**src/rtl/fft_frame_scheduler.sv**
```systemverilog
// Frame-granular round-robin scheduler sharing one fft_processor between NUM_CH IQ channels.
// Optional per-channel overflow statistics are enabled by defining FFT_SCHED_STATS_EN.
module fft_frame_scheduler #(
  parameter int NUM_CH         = 4,
  parameter int FFT_SIZE       = 256,
  parameter int DATA_WIDTH     = 24,
  parameter int TIMEOUT_CYCLES = 65536
) (
  input  logic                           clk,
  input  logic                           rst_n,
  input  logic [NUM_CH*DATA_WIDTH-1:0]   ch_real_in,
  input  logic [NUM_CH*DATA_WIDTH-1:0]   ch_imag_in,
  input  logic [NUM_CH-1:0]              ch_valid,
  output logic [NUM_CH-1:0]              ch_ready,
  output logic [DATA_WIDTH-1:0]          fft_real_in,
  output logic [DATA_WIDTH-1:0]          fft_imag_in,
  output logic                           fft_data_valid,
  input  logic                           fft_valid,
  input  logic                           overflow_flag,
  input  logic                           processing_active,
  output logic [$clog2(NUM_CH)-1:0]      out_channel,
  output logic                           frame_done,
  output logic                           frame_overflow,
  output logic                           frame_timeout,
  output logic [15:0]                    frame_count,
  output logic                           busy
`ifdef FFT_SCHED_STATS_EN
  ,
  input  logic                           stat_clr,
  output logic [NUM_CH*16-1:0]           stat_ovf_frames
`endif
);

  localparam int CH_W  = $clog2(NUM_CH);
  localparam int CNT_W = $clog2(FFT_SIZE) + 1;
  localparam int WD_W  = $clog2(TIMEOUT_CYCLES) + 1;
  localparam logic [CNT_W-1:0] LAST_IDX = CNT_W'(FFT_SIZE - 1);
  localparam logic [WD_W-1:0]  WD_LIMIT = WD_W'(TIMEOUT_CYCLES - 1);
  localparam logic [CH_W-1:0]  LAST_CH  = CH_W'(NUM_CH - 1);

  typedef enum logic [1:0] {IDLE, LOAD, WAIT_OUT, DONE} state_t;

  state_t            state, next_state;
  logic [CH_W-1:0]   rr_ptr, grant, pick;
  logic              pick_found;
  logic [CNT_W-1:0]  load_cnt, out_cnt;
  logic [WD_W-1:0]   watchdog;
  logic              ovf_sticky, timeout;
  logic              xfer, load_last, out_last, wd_expired, start;
  int unsigned       idx;

  // First valid channel at or after rr_ptr, wrapping modulo NUM_CH.
  always_comb begin
    // NOTE: every variable gets a default before any branch so no latch is inferred.
    pick       = rr_ptr;
    pick_found = 1'b0;
    idx        = 0;
    for (int i = 0; i < NUM_CH; i++) begin
      idx = (int'(rr_ptr) + i) % NUM_CH;
      if (!pick_found && ch_valid[CH_W'(idx)]) begin
        pick_found = 1'b1;
        pick       = CH_W'(idx);
      end
    end
  end

  assign start      = (state == IDLE) && pick_found && !processing_active;
  assign xfer       = (state == LOAD) && ch_valid[grant];
  assign load_last  = xfer && (load_cnt == LAST_IDX);
  assign out_last   = fft_valid && (out_cnt == LAST_IDX);
  assign wd_expired = (watchdog == WD_LIMIT);

  always_ff @(posedge clk or negedge rst_n) begin
    if (!rst_n) state <= IDLE;
    else        state <= next_state;
  end

  always_comb begin
    next_state = state;
    unique case (state)
      IDLE:     if (start) next_state = LOAD;
      LOAD:     if (load_last) next_state = WAIT_OUT;
      WAIT_OUT: if (out_last || wd_expired) next_state = DONE;
      DONE:     next_state = IDLE;
      default:  next_state = IDLE;
    endcase
  end

  // Ready is decoded from state so it falls on the same edge that leaves LOAD.
  always_comb begin
    ch_ready       = '0;
    if (state == LOAD) ch_ready = NUM_CH'(1) << grant;
    busy           = (state != IDLE);
    frame_done     = (state == DONE);
    frame_overflow = frame_done && ovf_sticky;
    frame_timeout  = frame_done && timeout;
  end

  always_ff @(posedge clk or negedge rst_n) begin
    if (!rst_n) begin
      fft_real_in    <= '0;
      fft_imag_in    <= '0;
      fft_data_valid <= 1'b0;
      out_channel    <= '0;
      frame_count    <= '0;
      rr_ptr         <= '0;
      grant          <= '0;
      load_cnt       <= '0;
      out_cnt        <= '0;
      watchdog       <= '0;
      ovf_sticky     <= 1'b0;
      timeout        <= 1'b0;
    end else begin
      // NOTE: sequential state uses non-blocking assignments so every register samples pre-edge values.
      fft_data_valid <= xfer;
      if (xfer) begin
        fft_real_in <= ch_real_in[grant*DATA_WIDTH +: DATA_WIDTH];
        fft_imag_in <= ch_imag_in[grant*DATA_WIDTH +: DATA_WIDTH];
        load_cnt    <= load_cnt + 1'b1;
      end
      unique case (state)
        IDLE: begin
          if (start) begin
            grant       <= pick;
            out_channel <= pick;
            load_cnt    <= '0;
            out_cnt     <= '0;
            watchdog    <= '0;
            ovf_sticky  <= 1'b0;
            timeout     <= 1'b0;
          end
        end
        LOAD: ovf_sticky <= ovf_sticky | overflow_flag;
        WAIT_OUT: begin
          ovf_sticky <= ovf_sticky | overflow_flag;
          watchdog   <= watchdog + 1'b1;
          if (fft_valid) out_cnt <= out_cnt + 1'b1;
          // A frame whose last bin lands on the expiry cycle still counts as complete.
          if (wd_expired && !out_last) timeout <= 1'b1;
        end
        DONE: begin
          frame_count <= frame_count + 1'b1;
          rr_ptr      <= (grant == LAST_CH) ? '0 : grant + 1'b1;
        end
        default: ;
      endcase
    end
  end

`ifdef FFT_SCHED_STATS_EN
  always_ff @(posedge clk or negedge rst_n) begin
    if (!rst_n) begin
      stat_ovf_frames <= '0;
    end else if (stat_clr) begin
      stat_ovf_frames <= '0;
    end else if (frame_overflow && (stat_ovf_frames[grant*16 +: 16] != 16'hFFFF)) begin
      stat_ovf_frames[grant*16 +: 16] <= stat_ovf_frames[grant*16 +: 16] + 16'd1;
    end
  end
`endif

endmodule

```
**config.mk**
```make
export PLATFORM = sky130hd
export DESIGN_NAME = fft_frame_scheduler
export DESIGN_NICKNAME = d
export VERILOG_FILES = /design/src/rtl/fft_frame_scheduler.sv
export SDC_FILE = /design/constraint.sdc
export NUM_CORES = 1
export LEC_CHECK = 0
export BUFFER_PORTS_ARGS = -buffer_cell sky130_fd_sc_hd__buf_2
export CAP_MARGIN = 20
export CORE_UTILIZATION = 50
export CTS_CLUSTER_DIAMETER = 40
export DETAILED_ROUTE_END_ITERATION = 8
export PLACE_DENSITY = 0.95
export SYNTH_ARGS = -nofsm -noshare
export SYNTH_HDL_FRONTEND = slang
export SYNTH_SLANG_ARGS = --single-unit
```
**constraint.sdc**
```tcl
create_clock -name clk -period 4.2 [get_ports clk]
set_clock_uncertainty 0.2 [all_clocks]
set_input_delay 0.21 -clock clk [delete_from_list [all_inputs] [get_ports clk]]
set_output_delay 0.21 -clock clk [all_outputs]
set_load 0.005 [all_outputs]
```
==> run metrics, run 1 <==
Net count, final 971; minimum clock period 2.72 ns; Max-slew headroom 21.5%; Max FO, Critical Path 31; sequential fraction of the synthesis area 42.3%; synth top area cells dfrtp_1 (42%), mux4_2 (17%), mux2_4 (11%); Mapped Cells 490; Reg clk slew, reported paths 0.07 ns; Yosys cell types 53; Pre-Repair DR Iteration Count 4; Pwr Total 0.00333 W; Yosys reg bits 108; global-route wire length before repair 28.6 mm; Layout fillers 941; Cells after DPL 909; GRT overflow 0; Async S/R FF share, synth 100%; # rows 40; switching power 0.00102 W; # H-tree levels 3; WP data required 4.23 ns; max cap viols 0; Startpoint Class flip-flop; clock sinks 108; Die ar. 13200 um^2; final worst setup slack 1.48 ns; run status complete, no violations; clock tree from TritonCTS built; Routed Antenna Nets 0; CP Data Arrival Time 2.75 ns; Comb power frac 33.4%; R2R cell count 5; Synth Warn # 0; HP Class in -> reg; Sw Ratio 30.6%; PwrDens 410 nW/um^2; Area Overhead vs Synth 27.3%; DR DRC count 0; Max clock buf depth 2; Worst Tran Pin Value 1.18 ns; dpl cell area 7790 um^2; vias 5270; design area 8130 um^2; first-iteration detailed-routing DRC count 312; clock power share 26.6%; starting density of the core 52.3%; IO Port Bufs 275; Max IR drop VDD 276 uV; Post-synth EDFFs 0; Ports 276; Die Y 115 um; r2r setup slk 1.48 ns; fin. max-slew vios 0; share of cells above drive strength 1 52.2%; Min-Delay Startpoint ch_valid[1]; Worst Hold Depth 4; die width 115 um; syn nets 707; Post-CTS Setup Inserts 0; RSZ-0062 raised after global routing false; Critical Path End watchdog[6]$_DFFE_PN0P_; TritonCTS Buffers 9; Post-Route Setup TNS 0 ns; vias per inst 5.68; core footprint 12200 um^2; Int Pwr 0.00232 W; ys flop type dfrtp_1; Syn Std Cell Area 6380 um^2; Setup Crit Path Kind reg -> reg; reg2reg start state[0]$_DFFE_PN0P_; Tcrit/Tclk final 64.9%; Routed WL 19.0 mm; Final Hold Viols 0; Clock Latency Late Sink 0.34 ns; worst slack at placement 1.52 ns; post-synth top area cell dfrtp_1; RR Endpoint watchdog[6]$_DFFE_PN0P_; post-synth top area share 42.3%; routed length per instance 20.5 um; Routability Congestion 1.01; Non-Filler Instances 928; Worst Setup SP state[0]$_DFFE_PN0P_; count leader, synth dfrtp_1; Root Driver clkbuf_16; HPWL after detailed placement 14.6 mm; P_leak 3.91 nW; Final setup viols 0; largest net degree at the start of global routing 55; syn_area_per_cell 13.0 um^2; Worst Setup End Kind flip-flop; Post-synth top cells dfrtp_1 (108), mux4_2 (48), mux2_4 (45); Max Freq 367 MHz; initial antenna violation count 1; register share of total power 40.0%; vias in the first global route 5322; GRT Resource Usage Total 29.4%
==> state kept, by name, indices dropped and copies added, names as in the netlist <==
name and count:
ovf_sticky 1, fft_real_in 24, load_cnt 9, fft_imag_in 24
state 2, timeout 1, frame_count 16, grant 2
fft_data_valid 1, rr_ptr 2, out_cnt 9, watchdog 17
==> per-stage QoR <==
| stage | hold WS, ns | utilization, % |
|---|---|---|
| final | 0.0568 | 66.6 |
| after floorplan | -0.286 | - |
| after global routing | 0.0804 | 66.6 |
| after CTS | 0.0437 | 66.5 |
| after detailed placement | -0.0322 | 63.8 |
| after global placement | -0.0281 | 63.8 |
==> critical path: stages (launching register included) <==
cell and delay [ns]:
dfrtp_1 0.38, inv_1 0.11, ha_1 0.44, a22oi_2 1.04, nor4b_1 0.13, a211o_1 0.31
==> cell type report <==
cell class                      count  area [um^2]  share of cell area [%]
Timing Repair Buffer              282         1440                    17.7
Clock inverter                      5         66.3                   0.816
Inverter                           14         52.6                   0.647
Tap cell                          168          210                    2.59
Clock buffer                       11          253                    3.11
Multi-Input combinational cell    339         3400                    41.8
Sequential cell                   108         2710                    33.3
Antenna cell                        1         2.50                  0.0308
==> power by group through the flow <==
stage	logic (W)	clock network [W]	registers (W)
after floorplan	0.000776	0	0.00133
after global placement	0.00107	0	0.00133
after detailed placement	0.00111	0	0.00134
after CTS	0.00112	0.000911	0.00133
after global routing	0.00119	0.000950	0.00135
final	0.00111	0.000887	0.00133
==> layer usage <==
metal	track usage, %	vias to the layer above	wire length [um]
met1	35.8	2593	7390
met5	0	-	0
met3	11.3	39	2020
met4	9.78	0	534
li1	-	2385	-
met2	48.2	253	9090
==> cells by family (layout without fill, tap and decap cells) <==
kind of cell,count (synthesis),after routing,synth area share (%)
and+or+nand+nor,134,134,11.3
DFF,108,108,42.3
muxes,102,102,29.3
AOI/OAI and AO/OA,65,65,6.55
buffers and inverters,43,312,4.39
xor gates and xnor gates,22,22,3.02
adders and majority gates,16,16,3.14
other,0,1,0
==> placed cells by master (no fill, tap or decap), drive strengths merged, types with 8 or more instances in the layout <==
cell type	synthesis	final
ha	16	16
buf	14	280
clkbuf	15	11
o21ai	21	21
xnor2	11	11
xor2	11	11
and2	10	10
and3	8	8
nand4	12	12
a21oi	16	16
o31ai	10	10
mux4	49	49
nor2	22	22
nand2	31	31
or4	8	8
dfrtp	108	108
nand3	16	16
mux2	51	51
inv	14	16
==> worst min path at each step <==
stage	to	slack, ns
after floorplan	fft_data_valid$_DFF_PN0_	-0.29
after global placement	out_cnt[0]$_DFFE_PN0P_	-0.03
after detailed placement	out_cnt[3]$_DFFE_PN0P_	-0.03
after CTS	grant[1]$_DFFE_PN0P_	0.04
after global routing	grant[1]$_DFFE_PN0P_	0.08
final	grant[1]$_DFFE_PN0P_	0.06
==> what timing repair did <==
action | CTS | global route
endpoints found under the hold margin | 31 | 0
resized for setup | 0 | 0
hold buffers | 2 | 0
(Power assumes the default switching activity.)
==> run 2: changes to the inputs <==
--- a/config.mk
+++ b/config.mk
@@ -7,10 +7,10 @@
 export LEC_CHECK = 0
 export BUFFER_PORTS_ARGS = -buffer_cell sky130_fd_sc_hd__buf_2
 export CAP_MARGIN = 20
-export CORE_UTILIZATION = 50
+export CORE_UTILIZATION = 44
 export CTS_CLUSTER_DIAMETER = 40
 export DETAILED_ROUTE_END_ITERATION = 8
-export PLACE_DENSITY = 0.95
+export PLACE_DENSITY = 0.89
 export SYNTH_ARGS = -nofsm -noshare
 export SYNTH_HDL_FRONTEND = slang
 export SYNTH_SLANG_ARGS = --single-unit
==> constraint.sdc (replaced) <==
create_clock -name clk -period 2.21 [get_ports clk]
set_clock_uncertainty 0.2 [all_clocks]
set_input_delay 0.1105 -clock clk [delete_from_list [all_inputs] [get_ports clk]]
set_output_delay 0.1105 -clock clk [all_outputs]
set_load 0.005 [all_outputs]
==> run 2 against run 1 <==
Net effect: clock power is 97% higher; sequential cell count did not move; routed wire length fell by 2.0%; register-to-register slack worse by 1.4 ns; combinational power is 110% higher; sequential power grew 88%; sequential share of layout area is 1.9 points lower; total power is 96% higher; non-clock buffer count rose by 43; design area is 6.1% higher; critical path depth up 3; critical endpoint is now watchdog[4]$_DFFE_PN0P_; largest power group unchanged.
==> run metrics, run 2 (same netlist as run 1, synthesis figures left out) <==
run status complete, no violations; Pwr Total 0.00652 W (+96%); routed length per instance 19.0 um (-7.4%); Die ar. 15000 um^2 (+13%); Worst Tran Pin Value 0.741 ns (-0.437 ns); Root Driver clkbuf_16; max cap viols 0 (unchanged); Final Hold Viols 0 (unchanged); vias 5406 (+2.6%); Tcrit/Tclk final 97.7%; Pre-Repair DR Iteration Count 4 (unchanged); Routed Antenna Nets 0 (unchanged); Clock Latency Late Sink 0.35 ns (about the same); Max Freq 463 MHz; hold slack 0.00985 ns (-0.0470 ns); Area Overhead vs Synth 35.1%; # rows 43 (+7.5%); Max-slew headroom 50.4% (+29 points); Startpoint Class input port; Net count, final 1014 (+4.4%); GRT met1 Usage 29.2% (-6.6 points); clock tree from TritonCTS built; WP data required 2.21 ns (-2.02 ns); cell family contributing the most delay on the critical path buffers and inverters; met3 usage 8.36% (-2.9 points); Largest regs fft_imag_in (24), fft_real_in (24), watchdog (17); worst-path cell chain dlygate4sd3_1 > buf_2 > or4_1 > a22oi_2 > buf_4 > buf_12 > or3_1 > a21oi_1; die width 122 um (+6.5%); Final setup viols 0 (unchanged); Routability Congestion 0.848 (-16%); Comb power frac 34.9% (+1.5 points); vias in the first global route 5473 (+2.8%); clock power share 26.8% (+0.2 points); commonest non-fill, non-tap cells in the layout buf_2 (274), dfrtp_1 (106), mux4_2 (48); Sw Ratio 29.2% (-1.3 points); core footprint 14000 um^2 (+15%); CP Data Arrival Time 2.16 ns (-0.59 ns); HPWL after detailed placement 14.0 mm (-4.2%); GRT overflow 0 (unchanged); # H-tree levels 3 (unchanged); P_leak 4.13 nW (+5.6%); minimum clock period 2.16 ns; starting density of the core 45.5% (-6.8 points); Setup Crit Path Kind in -> reg; PwrDens 756 nW/um^2 (+84%); vias per inst 5.51 (-3.1%); switching power 0.00191 W (+87%); Ports 276 (unchanged); commonest non-fill, non-tap cell in the layout buf_2; Max FO, Critical Path 14 (-55%); GRT busiest layer met2; WP buf/inv 4 (+3); fin. max-slew vios 0 (unchanged); CP max stage cell or4_1; share of cells above drive strength 1 53.6% (+1.4 points); register share of total power 38.3% (-1.7 points); IO Port Bufs 275 (unchanged); largest net degree at the start of global routing 54 (-1.8%); global-route wire length before repair 27.6 mm (-3.4%); first-iteration detailed-routing DRC count 347 (+11%); grt met2 use 40.5% (-7.7 points); HP Class in -> reg; Layout fillers 1117 (+19%); initial antenna violation count 3 (+2); GRT Resource Usage Total 24.4% (-5.0 points); Int Pwr 0.00461 W (+99%); crit-path max cell delay 0.63 ns (-0.41 ns); DR DRC count 0 (unchanged); Worst Setup End Kind flip-flop; ant diodes 0 (-1); Max clock buf depth 2 (unchanged); Reg clk slew, reported paths 0.07 ns (about the same); Routed WL 18.7 mm (-2.0%); TritonCTS Buffers 9 (unchanged); Max IR drop VDD 430 uV (+56%); clock sinks 108 (unchanged); Die Y 122 um (+6.5%)
==> run 2: changes by cell type in the layout (fill, tap and decap cells not counted), moves of 2 or more <==
cell,previous run,this run
dlygate4sd3_1,2,16
ha_1,16,14
buf_4,6,28
clkbuf_1,0,2
ha_4,0,2
buf_12,0,6
==> run 2: power groups by stage <==
stage / clock, W / combinational [W] / sequential [W]
floorplan: 0 / 0.00148 / 0.00252
global placement: 0 / 0.00213 / 0.00252
detailed placement: 0 / 0.00221 / 0.00252
CTS: 0.00179 / 0.00224 / 0.00249
global route: 0.00186 / 0.00245 / 0.00253
finish: 0.00175 / 0.00228 / 0.00250
==> run 2: tightest hold or removal path: cells and delay by family <==
kind	cells	cell delay (ns)
buffers and inverters	1	0.07
muxes	2	0.34
==> run 2: what timing repair did <==
action / 4_1_cts / 5_1_grt
endpoints found under the hold margin: 115 / 1
gates resized for setup: 0 / 11
setup endpoints to repair: 0 / 17
buffers inserted: 0 / 2
hold buffers: 15 / 1
==> run 2: stage by stage <==
stage | utilization [%] | TNS (ns) | instances | area (um^2) | worst slack, ns
3_3_place_gp | 57.5 | 0 | 948 | 8080 | 0.0966
5_1_grt | 61.4 | -0.0189 | 982 | 8620 | -0.0151
6_report | 61.4 | 0 | 982 | 8620 | 0.0518
3_5_place_dp | 57.5 | 0 | 948 | 8080 | 0.0460
4_1_cts | 60.9 | 0 | 979 | 8550 | 0.00311
2_1_floorplan | - | 0 | 490 | 6380 | 0.0396
==> run 2: worst paths after layout <==
path,slack [ns],start,cells past startpoint,endpoint
worst min register to register,0.28,out_cnt[8]$_DFFE_PN0P_,2,out_cnt[8]$_DFFE_PN0P_
worst max-delay path,0.05,ch_valid[1],8,watchdog[4]$_DFFE_PN0P_
max in group asynchronous,1.07,rst_n,3,fft_real_in[5]$_DFFE_PN0P_
worst max register to register,0.06,state[1]$_DFFE_PN0P_,9,watchdog[5]$_DFFE_PN0P_
min in group asynchronous,0.05,rst_n,2,watchdog[0]$_DFFE_PN0P_
worst min-delay path,0.01,ch_real_in[80],3,fft_real_in[8]$_DFFE_PN0P_
==> run 2: layout make-up <==
type	count	area, um^2	area share, %
repair buffers	325	1870	21.7
well taps	180	225	2.61
clock buffers	12	246	2.86
multi-input cells	339	3440	39.9
inverters	14	55.1	0.638
clock inverters	4	72.6	0.842
flip-flops and latches	108	2710	31.4
==> run 2: metal layers <==
layer	share of wire, %	vias to the layer above
met5	0.22	-
met4	2.7	6
met3	7.8	44
met2	50	191
met1	40	2699
li1	-	2466
